<file path="config.mk">
export PLATFORM = sky130hd
export DESIGN_NAME = center_derivative_stream
export DESIGN_NICKNAME = d
export VERILOG_FILES = /design/src/rtl/center_derivative_pkg.sv /design/src/rtl/center_derivative_stream_delay.sv /design/src/rtl/center_derivative_stream.sv
export SDC_FILE = /design/constraint.sdc
export NUM_CORES = 1
export LEC_CHECK = 0
export CORE_ASPECT_RATIO = 0.75
export CORE_MARGIN = 3
export CORE_UTILIZATION = 45
export CTS_CLUSTER_DIAMETER = 100
export DETAILED_ROUTE_END_ITERATION = 10
export PLACE_DENSITY = 0.79
export RECOVER_POWER = 50
export SYNTH_ARGS = -nofsm -noshare
export SYNTH_HDL_FRONTEND = slang
export SYNTH_HIERARCHICAL = 1
export SYNTH_SLANG_ARGS = --single-unit
</file>
<file path="constraint.sdc">
create_clock -name clk -period 1.99 [get_ports clk]
set_clock_uncertainty 0.05 [all_clocks]
set_input_delay 0.398 -clock clk [delete_from_list [all_inputs] [get_ports clk]]
set_output_delay 0.398 -clock clk [all_outputs]
set_load 0.03 [all_outputs]
</file>
<file path="src/rtl/center_derivative_pkg.sv">
`default_nettype none
// ==========================================================================
// center_derivative_pkg : shared types, sizing helpers and output reducer
// Revision: 1.0
// ==========================================================================
package center_derivative_pkg;

    typedef enum logic [0:0] {
        FILL = 1'b0,
        RUN  = 1'b1
    } state_t;

    localparam int DEFAULT_STEP = 1;

    function automatic int delay_depth(input int step);
        return 2 * step;
    endfunction

    function automatic int count_width(input int step);
        return $clog2(2 * step + 1);
    endfunction

    localparam int DEFAULT_DEPTH = delay_depth(DEFAULT_STEP);
    localparam int DEFAULT_CNT_W = count_width(DEFAULT_STEP);

    // Reduce a sign-extended result to out_w bits; caller keeps the LSBs.
    function automatic logic signed [31:0] fit_out(input logic signed [31:0] v,
                                                   input int out_w);
`ifdef CENTER_DERIVATIVE_SATURATE_EN
        logic signed [31:0] hi;
        logic signed [31:0] lo;
        hi = (32'sd1 <<< (out_w - 1)) - 32'sd1;
        lo = -(32'sd1 <<< (out_w - 1));
        if (v > hi) return hi;
        if (v < lo) return lo;
        return v;
`else
        return (v <<< (32 - out_w)) >>> (32 - out_w);
`endif
    endfunction

endpackage
`default_nettype wire

</file>
<file path="src/rtl/center_derivative_stream_delay.sv">
`default_nettype none
// ==========================================================================
// sample_delay_line : enable-gated shift register, sync clear, oldest tap out
// Revision: 1.0
// ==========================================================================
module sample_delay_line #(
    parameter int DEPTH = 2,
    parameter int W     = 8
) (
    input  logic         clk,
    input  logic         rst,
    input  logic         shift_en,
    input  logic         clear,
    input  logic [W-1:0] din,
    output logic [W-1:0] oldest
);

    logic [W-1:0] taps [DEPTH];

    always_ff @(posedge clk or posedge rst) begin
        if (rst) begin
            taps[0] <= '0;
        end else if (clear) begin
            taps[0] <= '0;
        end else if (shift_en) begin
            taps[0] <= din;
        end
    end

    for (genvar i = 1; i < DEPTH; i++) begin : g_stage
        always_ff @(posedge clk or posedge rst) begin
            if (rst) begin
                taps[i] <= '0;
            end else if (clear) begin
                taps[i] <= '0;
            end else if (shift_en) begin
                taps[i] <= taps[i-1];
            end
        end
    end

    assign oldest = taps[DEPTH-1];

endmodule
`default_nettype wire

</file>
<file path="src/rtl/center_derivative_stream.sv">
`default_nettype none
// ==========================================================================
// center_derivative_stream : streaming d[n] = x[n] - x[n-2*STEP], opt. halved
// Option macro: CENTER_DERIVATIVE_SATURATE_EN (clamp instead of wrap). Rev 1.0
// ==========================================================================
module center_derivative_stream
    import center_derivative_pkg::*;
#(
    parameter int DATA_W = 8,
    parameter int STEP   = 1,
    parameter int OUT_W  = DATA_W + 1
) (
    input  logic                    clk,
    input  logic                    rst,
    input  logic                    in_valid,
    input  logic [DATA_W-1:0]       in_data,
    input  logic                    halve,
    input  logic                    flush,
    output logic                    out_valid,
    output logic signed [OUT_W-1:0] out_data,
    output logic                    primed
);

    localparam int DEPTH = delay_depth(STEP);
    localparam int CNT_W = count_width(STEP);

    logic                    accept;
    logic                    emit;
    logic                    last_fill;
    logic [DATA_W-1:0]       oldest;
    logic [CNT_W-1:0]        fill_count;
    logic signed [DATA_W:0]  diff;
    logic signed [DATA_W:0]  scaled;
    state_t                  state;
    state_t                  state_next;

    // flush outranks a coincident sample
    assign accept    = in_valid & ~flush;
    assign last_fill = (fill_count == CNT_W'(DEPTH - 1));

    sample_delay_line #(
        .DEPTH (DEPTH),
        .W     (DATA_W)
    ) u_delay (
        .clk      (clk),
        .rst      (rst),
        .shift_en (accept),
        .clear    (flush),
        .din      (in_data),
        .oldest   (oldest)
    );

    always_ff @(posedge clk or posedge rst) begin
        if (rst) begin
            state <= FILL;
        end else begin
            state <= state_next;
        end
    end

    always_comb begin
        state_next = state;
        emit       = 1'b0;
        if (flush) begin
            state_next = FILL;
        end else begin
            case (state)
                FILL:    if (accept && last_fill) state_next = RUN;
                RUN:     emit = accept;
                default: state_next = FILL;
            endcase
        end
    end

    always_ff @(posedge clk or posedge rst) begin
        if (rst) begin
            fill_count <= '0;
        end else if (flush) begin
            fill_count <= '0;
        end else if (accept && (fill_count != CNT_W'(DEPTH))) begin
            fill_count <= fill_count + 1'b1;
        end
    end

    assign diff   = $signed({1'b0, in_data}) - $signed({1'b0, oldest});
    assign scaled = halve ? (diff >>> 1) : diff;

    always_ff @(posedge clk or posedge rst) begin
        if (rst) begin
            out_valid <= 1'b0;
            out_data  <= '0;
            primed    <= 1'b0;
        end else begin
            out_valid <= emit;
            primed    <= (state_next == RUN);
            if (emit) begin
                out_data <= OUT_W'(fit_out(32'(scaled), OUT_W));
            end
        end
    end

endmodule
`default_nettype wire

</file>
---- Word level (Yosys, flattened, before mapping) ----
Index checks and enable logic that the tools add are counted.
word-level totals
  logic and storage cells ................. 28
  output and inout bits ................... 11
  register bits after elaboration ......... 29
  input bits .............................. 13
cells by class
  equality and inequality tests ........... 2
  $add $sub $neg .......................... 2
  mux-type cells .......................... 12
  bitwise operators ....................... 2
  reduce and logical (&&, ||, !) cells .... 4
operators with widths
  kind                                                             number
  8-bit 2-to-1 mux                                                 5
  8-bit by 8-bit subtractor with 9-bit output                      1
  1-bit 2-to-1 mux                                                 5
  2-bit 2-to-1 mux                                                 2
  2-bit nonzero test                                               2
  2-bit by 1-bit adder with 2-bit output, second input constant    1
  2-bit by 1-bit == test with 1-bit output, second input constant  1
  1-bit logical AND                                                2
  2-bit != test, second input constant                             1
  1-bit bitwise AND                                                1
  1-bit inverter                                                   1

---- Depth between registers and ports, before layout ----
Gate-level depths: netlist of run 1.
  word-level depth ........................ 6
  depth in mapped cells ................... 9
  gate-level depth less buffers ........... 8

---- Hierarchy ----
Netlist of run 1, hierarchy kept.
by module, submodules not included
  module                    cells an instance  times used  area an instance (µm²)  sequential area each (µm²)
  center_derivative_stream  114                1           983.4                   325.3
  sample_delay_line         61                 1           724.4                   400.4

---- Least setup slack after synthesis of run 1 ----
No wires, ideal clock.
  kind .................................... register -> register
  start point ............................. reg u_delay.taps (netlist bit u_delay/oldest[0])
  end point ............................... reg out_data[7]
  buffers on the path ..................... 1
  arrival ................................. 1.903 ns
  clock period less this slack ............ 2.071 ns
  library setup time ...................... 0.119 ns
  path slack .............................. -0.081 ns
  cell stages (with the launch flop) ...... 9
  data required time ...................... 1.821 ns
  path through ............................ dfrtp_1 -> buf_4 -> ha_1 -> fa_1 -> nand2b_1 -> a211oi_2 -> o41a_1 -> o21ai_1 -> a21o_2
between the ends
  word-level cells in the longest chain between the ends .. 2
ends and longest elaborated chain
  what                                         RTL line                              RTL
  from (decl)                                  center_derivative_stream_delay.sv:18  logic [W-1:0] taps [DEPTH];
  from (signal, indexed assignment)            center_derivative_stream_delay.sv:37  taps[i] <= taps[i-1];
  8-bit by 8-bit subtractor with 9-bit output  center_derivative_stream.sv:85        assign diff = $signed({1'b0, in_data}) - $signed({1'b0, oldest});
  8-bit 2-to-1 mux                             center_derivative_stream.sv:86        assign scaled = halve ? (diff >>> 1) : diff;
  to (signal assigned)                         center_derivative_stream.sv:97        out_data <= OUT_W'(fit_out(32'(scaled), OUT_W));
  to (decl)                                    center_derivative_stream.sv:20        output logic signed [OUT_W-1:0] out_data,
No other way between the ends.
A chain may end at the register's enable or synchronous reset.

---- Final worst setup path of run 1 ----
  start point ............................. reg u_delay.taps (netlist bit u_delay/oldest[0])
  end point ............................... reg out_data[6]
Same word-level chain as after synthesis.

==> metrics, run 1 <==
Fmax achieved 487 MHz; CP max stage cell dfrtp_1; cell area after layout 2190 um2; crit-path cells ha_4 > fa_2 > nand2b_4 > a211oi_4 > buf_4 > o41ai_2 > a211o_1; CP startpoint kind flip-flop; WS Path Type flip-flop to flip-flop; Initial Utilization 0.492; RSZ-0062 raised after global routing true; Core Util, Final 0.631; vias in the first global route 1302; arrival time of the worst setup path 2.16 ns; number of fill cells 308; drt first pass iters 4; EDFF count, synth 0; initial detailed-routing violation count 33; Synthesis Warnings 6; clk_lat worst skew 0.27 ns; met2 usage 0.264; Tot Pwr 1880 uW; Clock Path Buffers 2; Top delay family on crit path adder cells; Finished Layout Cells 258; Diodes inserted 0; row count 18; status finished, violations left; Final Hold Viols 0; Placed Area 2040 um2; most numerous cell in the Yosys netlist dfrtp_1; storage element area 726 um2; grt ovf 0; Multi-input gate area 908 um2; P_leak 0.000995 uW; initial antenna violation count 0; Worst Hold Class flip-flop to flip-flop; HPWL after DPL 2590 um; CTS Buf Count 5; Worst Setup End Kind flip-flop; NumNets Final 231; grt met1 use 0.190; # port buffers 23; Yosys reg bits 29; CP peak stage delay 0.41 ns; Post-DRT Antenna Nets 0; dpl ws -0.598 ns; Post-synth top flop dfrtp_1; fin crit share 1.03; first-pass GRT wire length 5630 um; Vias/cell 4.94; total of max-cap violations 0; most instantiated cells after synthesis 29 x dfrtp_1, 28 x nor2_1, 16 x inv_1, 16 x mux2i_1, 10 x ha_1; top cells by area, synth dfrtp_1 42%, mux2i_1 9.4%, ha_1 7.3%; core box area 3470 um2; synthesized net count 199; largest net degree at the start of global routing 20; syn avg cell area 9.76 um2; via count 1275; Finish-stage setup viols 3; Slew Viols, Final 0; GP Congestion 0.822; Area Growth Syn to Fin 28.2%; TritonCTS clock tree yes; routed len/inst 13.1 um; final setup margin -0.0636 ns; peak supply drop 0.586 mV; Slew Limit Headroom 0.468; Req. time, crit path 2.10 ns; drt total wl 3390 um; DRC viols 0; leading area contributor after synthesis dfrtp_1; PD cells 860 nW/um2; Post-Synthesis Cell Area 1710 um2; full die area 4580 um2; H-tree Lvls 2; CTS Sinks 29; Ports 24; worst slew pin tran 0.798 ns; proportion of layout cells with a drive suffix above 1 0.202; post-synth cell types 40; Die X 77.1 um; clock tree root buffer cell clkbuf_8; CTS Hold Bufs 0; failing checks setup timing; GRT busiest layer met2; Mapped Cells 175; Synth top area share 0.425; asr flop ratio synth 1.00; M3 GR Usage 0.0517; Seq/Total Area, Yosys 0.425; Final min period 2.05 ns; clock-pin slew on the worst setup and hold paths 0.05 ns; buffer and inverter count on the worst path 1; gr usage total 0.159; worst-path maximum fanout 4; dpl cells 249; Die H 59.4 um
timing repair:
action,4_1_cts,5_1_grt
gates resized for setup,10,5
pin swaps,4,8
endpoints found under the setup margin,7,3
setup buffers,0,1
worst register-to-register path, delay by kind of cell (launching register included):
family / cells / cell delay (ns)
compound gates: 3 / 0.58
fa+ha+maj: 2 / 0.57
flops: 1 / 0.41
simple gates: 1 / 0.17
buf+inv: 1 / 0.17
layout by cell type, fill, tap and decap left out, drive strengths merged, types with 2 or more instances in the layout:
| master | count |
|---|---|
| a22oi | 2 |
| dlygate4sd2 | 4 |
| a21oi | 9 |
| mux2i | 16 |
| clkbuf | 9 |
| nand2b | 4 |
| xnor2 | 2 |
| nor2 | 28 |
| nor2b | 3 |
| buf | 16 |
| a21o | 3 |
| o211ai | 2 |
| a211oi | 2 |
| o21ai | 9 |
| xor2 | 3 |
| ha | 10 |
| inv | 17 |
| dlygate4sd3 | 2 |
| clkdlybuf4s50 | 16 |
| nand2 | 9 |
| dfrtp | 29 |
cell type report:
cell class                      instances  area share
Multi-Input combinational cell        114       0.415
Timing Repair Buffer                   40       0.159
Inverter                               17      0.0291
Clock buffer                            8      0.0366
Sequential cell                        29       0.331
Tap cell                               50      0.0286
logic make-up after synthesis:
kind of cell,count (synthesis),synth area share
compound gates,34,0.141
fa+ha+maj,11,0.0850
buf+inv,32,0.103
xor+xnor,5,0.0256
flops,29,0.425
mux,17,0.100
simple gates,47,0.120
flip-flops by register name (all words and copies together) (netlist names):
| name | count |
|---|---|
| out_data | 9 |
| u_delay/oldest | 8 |
| u_delay/taps | 8 |
| fill_count | 2 |
| out_valid | 1 |
| primed | 1 |
where the power goes:
group	switching (uW)	leakage [uW]	total, uW	internal [uW]
logic	373	0.000569	687	314
registers	59.0	0.000387	749	690
clock network	200	0.0000395	447	247
path summary, 6_finish.rpt:
check / slack [ns] / endpoint / from / cells after the start
max in group asynchronous: 0.89 / u_delay/taps[9] / rst / 2
worst max register to register: -0.06 / out_data[6] / u_delay/oldest[0] / 7
worst min-delay path: 0.45 / out_data[8] / out_data[8] / 2
worst max-delay path: -0.06 / out_data[6] / u_delay/oldest[0] / 7
min in group asynchronous: 0.58 / primed / rst / 2
worst min register to register: 0.45 / out_data[8] / out_data[8] / 2
per-layer routing:
metal | vias up | share of wire
li1 | 644 | -
met1 | 602 | 0.46
met2 | 22 | 0.48
met3 | 7 | 0.042
met4 | 0 | 0.019
met5 | - | 0
stage by stage:
step | hold slack, ns | TNS (ns)
floorplan | 0.225 | 0
global placement | 0.411 | -3.03
detailed placement | 0.441 | -3.63
CTS | 0.459 | -0.0341
global route | 0.492 | -0.345
finish | 0.452 | -0.156
(Power assumes the default switching activity.)
==> inputs of run 2 (changes only) <==
--- a/config.mk
+++ b/config.mk
@@ -12,6 +12,7 @@
 export DETAILED_ROUTE_END_ITERATION = 10
 export PLACE_DENSITY = 0.79
 export RECOVER_POWER = 50
+export SKIP_CTS_REPAIR_TIMING = 1
 export SYNTH_ARGS = -nofsm -noshare
 export SYNTH_HDL_FRONTEND = slang
 export SYNTH_HIERARCHICAL = 1
==> run 2 against run 1 <==
Against the previous run: the run still ends with setup timing left; worst setup slack gained 0.014 ns; combinational power is 0.9% higher; non-clock buffer count unchanged; clock power about the same; sequential power about the same; cell count did not move; die area unchanged; design area up 1.5%.
==> metrics, run 2 (synthesis gave the netlist of run 1 again) <==
routed len/inst 13.6 um (+3.1%); TritonCTS clock tree yes; dpl ws -0.598 ns (unchanged); DRC viols 0 (unchanged); FF-to-FF setup slack -0.05 ns (about the same); most frequent cells in the layout 29 x dfrtp_1, 26 x nor2_1, 16 x clkdlybuf4s50_1, 16 x buf_4, 16 x mux2i_1; Clock Path Buffers 2 (unchanged); proportion of layout cells with a drive suffix above 1 0.212 (+0.00962); total of max-cap violations 0 (unchanged); Final Hold Viols 0 (unchanged); fin crit share 1.03 (-0.00693); largest net degree at the start of global routing 20 (unchanged); Finish-stage setup viols 3 (unchanged); clk_lat worst skew 0.28 ns (about the same); crit-path cells ha_4 > fa_2 > nand2b_4 > a211oi_4 > or3_1 > a21oi_2 > a311oi_2; most common cell after layout, fill and taps aside dfrtp_1; Worst Hold Class input pin to flip-flop; Ports 24 (unchanged); drt total wl 3500 um (+3.1%); row count 18 (unchanged); Vias/cell 4.92 (-0.47%); Slew Viols, Final 0 (unchanged); CP peak stage delay 0.41 ns (about the same); HPWL after DPL 2590 um (unchanged); worst slew pin tran 0.798 ns (-0.000152 ns); clock-pin slew on the worst setup and hold paths 0.06 ns (about the same); Slew Limit Headroom 0.468 (about the same); initial detailed-routing violation count 55 (+67%); gr usage total 0.157 (-0.00167); first-pass GRT wire length 5560 um (-1.2%); PD cells 851 nW/um2 (-1.1%); Top delay family on crit path compound AO/OA/AOI/OAI gates; Initial Utilization 0.492 (unchanged); Die H 59.4 um (unchanged); final setup margin -0.0498 ns (+0.0138 ns); CTS Sinks 29 (unchanged); vias in the first global route 1290 (-0.92%); full die area 4580 um2 (unchanged); core box area 3470 um2 (unchanged); arrival time of the worst setup path 2.17 ns (about the same); Top Layer Used met4; number of fill cells 303 (-1.6%); H-tree Lvls 2 (unchanged); Fmax achieved 490 MHz (+0.68%); grt ovf 0 (unchanged); met2 WL 1720 um (+6.6%); drt first pass iters 4 (unchanged); NumNets Final 231 (unchanged); Routed met3 length 149 um (+3.5%); status finished, violations left; worst hold margin 0.421 ns (-0.0303 ns); Largest register FFs 9 (unchanged); clock tree root buffer cell clkbuf_8; Final min period 2.04 ns (-0.0138 ns); Post-DRT Antenna Nets 0 (unchanged); initial antenna violation count 0 (unchanged); P_leak 0.00104 uW (+4.3%); CTS Buf Count 5 (unchanged); WL met1 1570 um (+0.19%); worst-path maximum fanout 4 (unchanged); via count 1269 (-0.47%); failing checks setup timing; Diodes inserted 0 (unchanged); WS Path Type flip-flop to flip-flop; RSZ-0062 raised after global routing true; Area Growth Syn to Fin 30.1%; Most flops, register out_data; CP startpoint kind flip-flop; Req. time, crit path 2.12 ns (+0.02 ns); dpl cells 249 (unchanged); # port buffers 23 (unchanged); buffer and inverter count on the worst path 0 (-1); Finished Layout Cells 258 (unchanged); Worst Setup End Kind flip-flop; peak supply drop 0.583 mV (-0.38%); Die X 77.1 um (unchanged); CP max stage cell dfrtp_1; GP Congestion 0.822 (unchanged)
run 2: changes by cell type in the layout (fill, tap and decap cells not counted):
| cell | change |
|---|---|
| nor2_2 | +2 |
| ha_2 | -1 |
| clkdlybuf4s15_1 | -1 |
| nor2_1 | -2 |
| ha_4 | +1 |
| dlygate4sd2_1 | -4 |
| dlymetal6s2s_1 | +5 |
run 2: power breakdown:
part | internal, uW | switching (uW) | leakage, uW
Clock | 247 | 201 | 0.0000395
Combinational | 317 | 376 | 0.000611
Sequential | 690 | 59.2 | 0.000387
Total | 1250 | 636 | 0.00104
run 2: final timing paths:
path | cells after the start | startpoint | end
worst min-delay path | 3 | in_data[0] | u_delay/taps[8]
min in group asynchronous | 2 | rst | primed
worst min register to register | 2 | out_data[8] | out_data[8]
max in group asynchronous | 2 | rst | u_delay/oldest[0]
worst max register to register | 7 | u_delay/oldest[0] | out_data[5]
worst max-delay path | 7 | u_delay/oldest[0] | out_data[5]
run 2: final cells by class:
| type | count | area (um2) | area share |
|---|---|---|---|
| sequential | 29 | 726 | 0.327 |
| clock buffer | 8 | 80.1 | 0.0360 |
| multi-input combinational | 114 | 923 | 0.416 |
| timing repair buffer | 40 | 367 | 0.165 |
| tap | 50 | 62.6 | 0.0282 |
| inverter | 17 | 63.8 | 0.0287 |
run 2: worst register-to-register path, stage by stage (launching register included):
cell      delay (ns)
dfrtp_1         0.41
ha_4            0.18
fa_2            0.39
nand2b_4        0.16
a211oi_4        0.25
or3_1           0.17
a21oi_2         0.07
a311oi_2        0.26
run 2: per-stage QoR:
stage	utilization	total power (uW)	area, um2	TNS [ns]
after detailed placement	0.588	1430	2040	-3.63
after CTS	0.611	1890	2120	-1.26
after global routing	0.641	2000	2220	-0.298
after global placement	0.588	1410	2040	-3.03
after floorplan	-	1160	1740	0
final	0.641	1890	2220	-0.0955
run 2: per-layer routing:
metal,up-vias,track usage
met3,5,0.0517
met5,-,0
li1,645,-
met4,0,0.0736
met2,24,0.260
met1,595,0.189
==> inputs of run 3 (changes only) <==
--- a/config.mk
+++ b/config.mk
@@ -5,6 +5,7 @@
 export SDC_FILE = /design/constraint.sdc
 export NUM_CORES = 1
 export LEC_CHECK = 0
+export CAP_MARGIN = 10
 export CORE_ASPECT_RATIO = 0.75
 export CORE_MARGIN = 3
 export CORE_UTILIZATION = 45
==> results of run 3 <==
Final layout, timing and power as in run 2 (identical DEF).
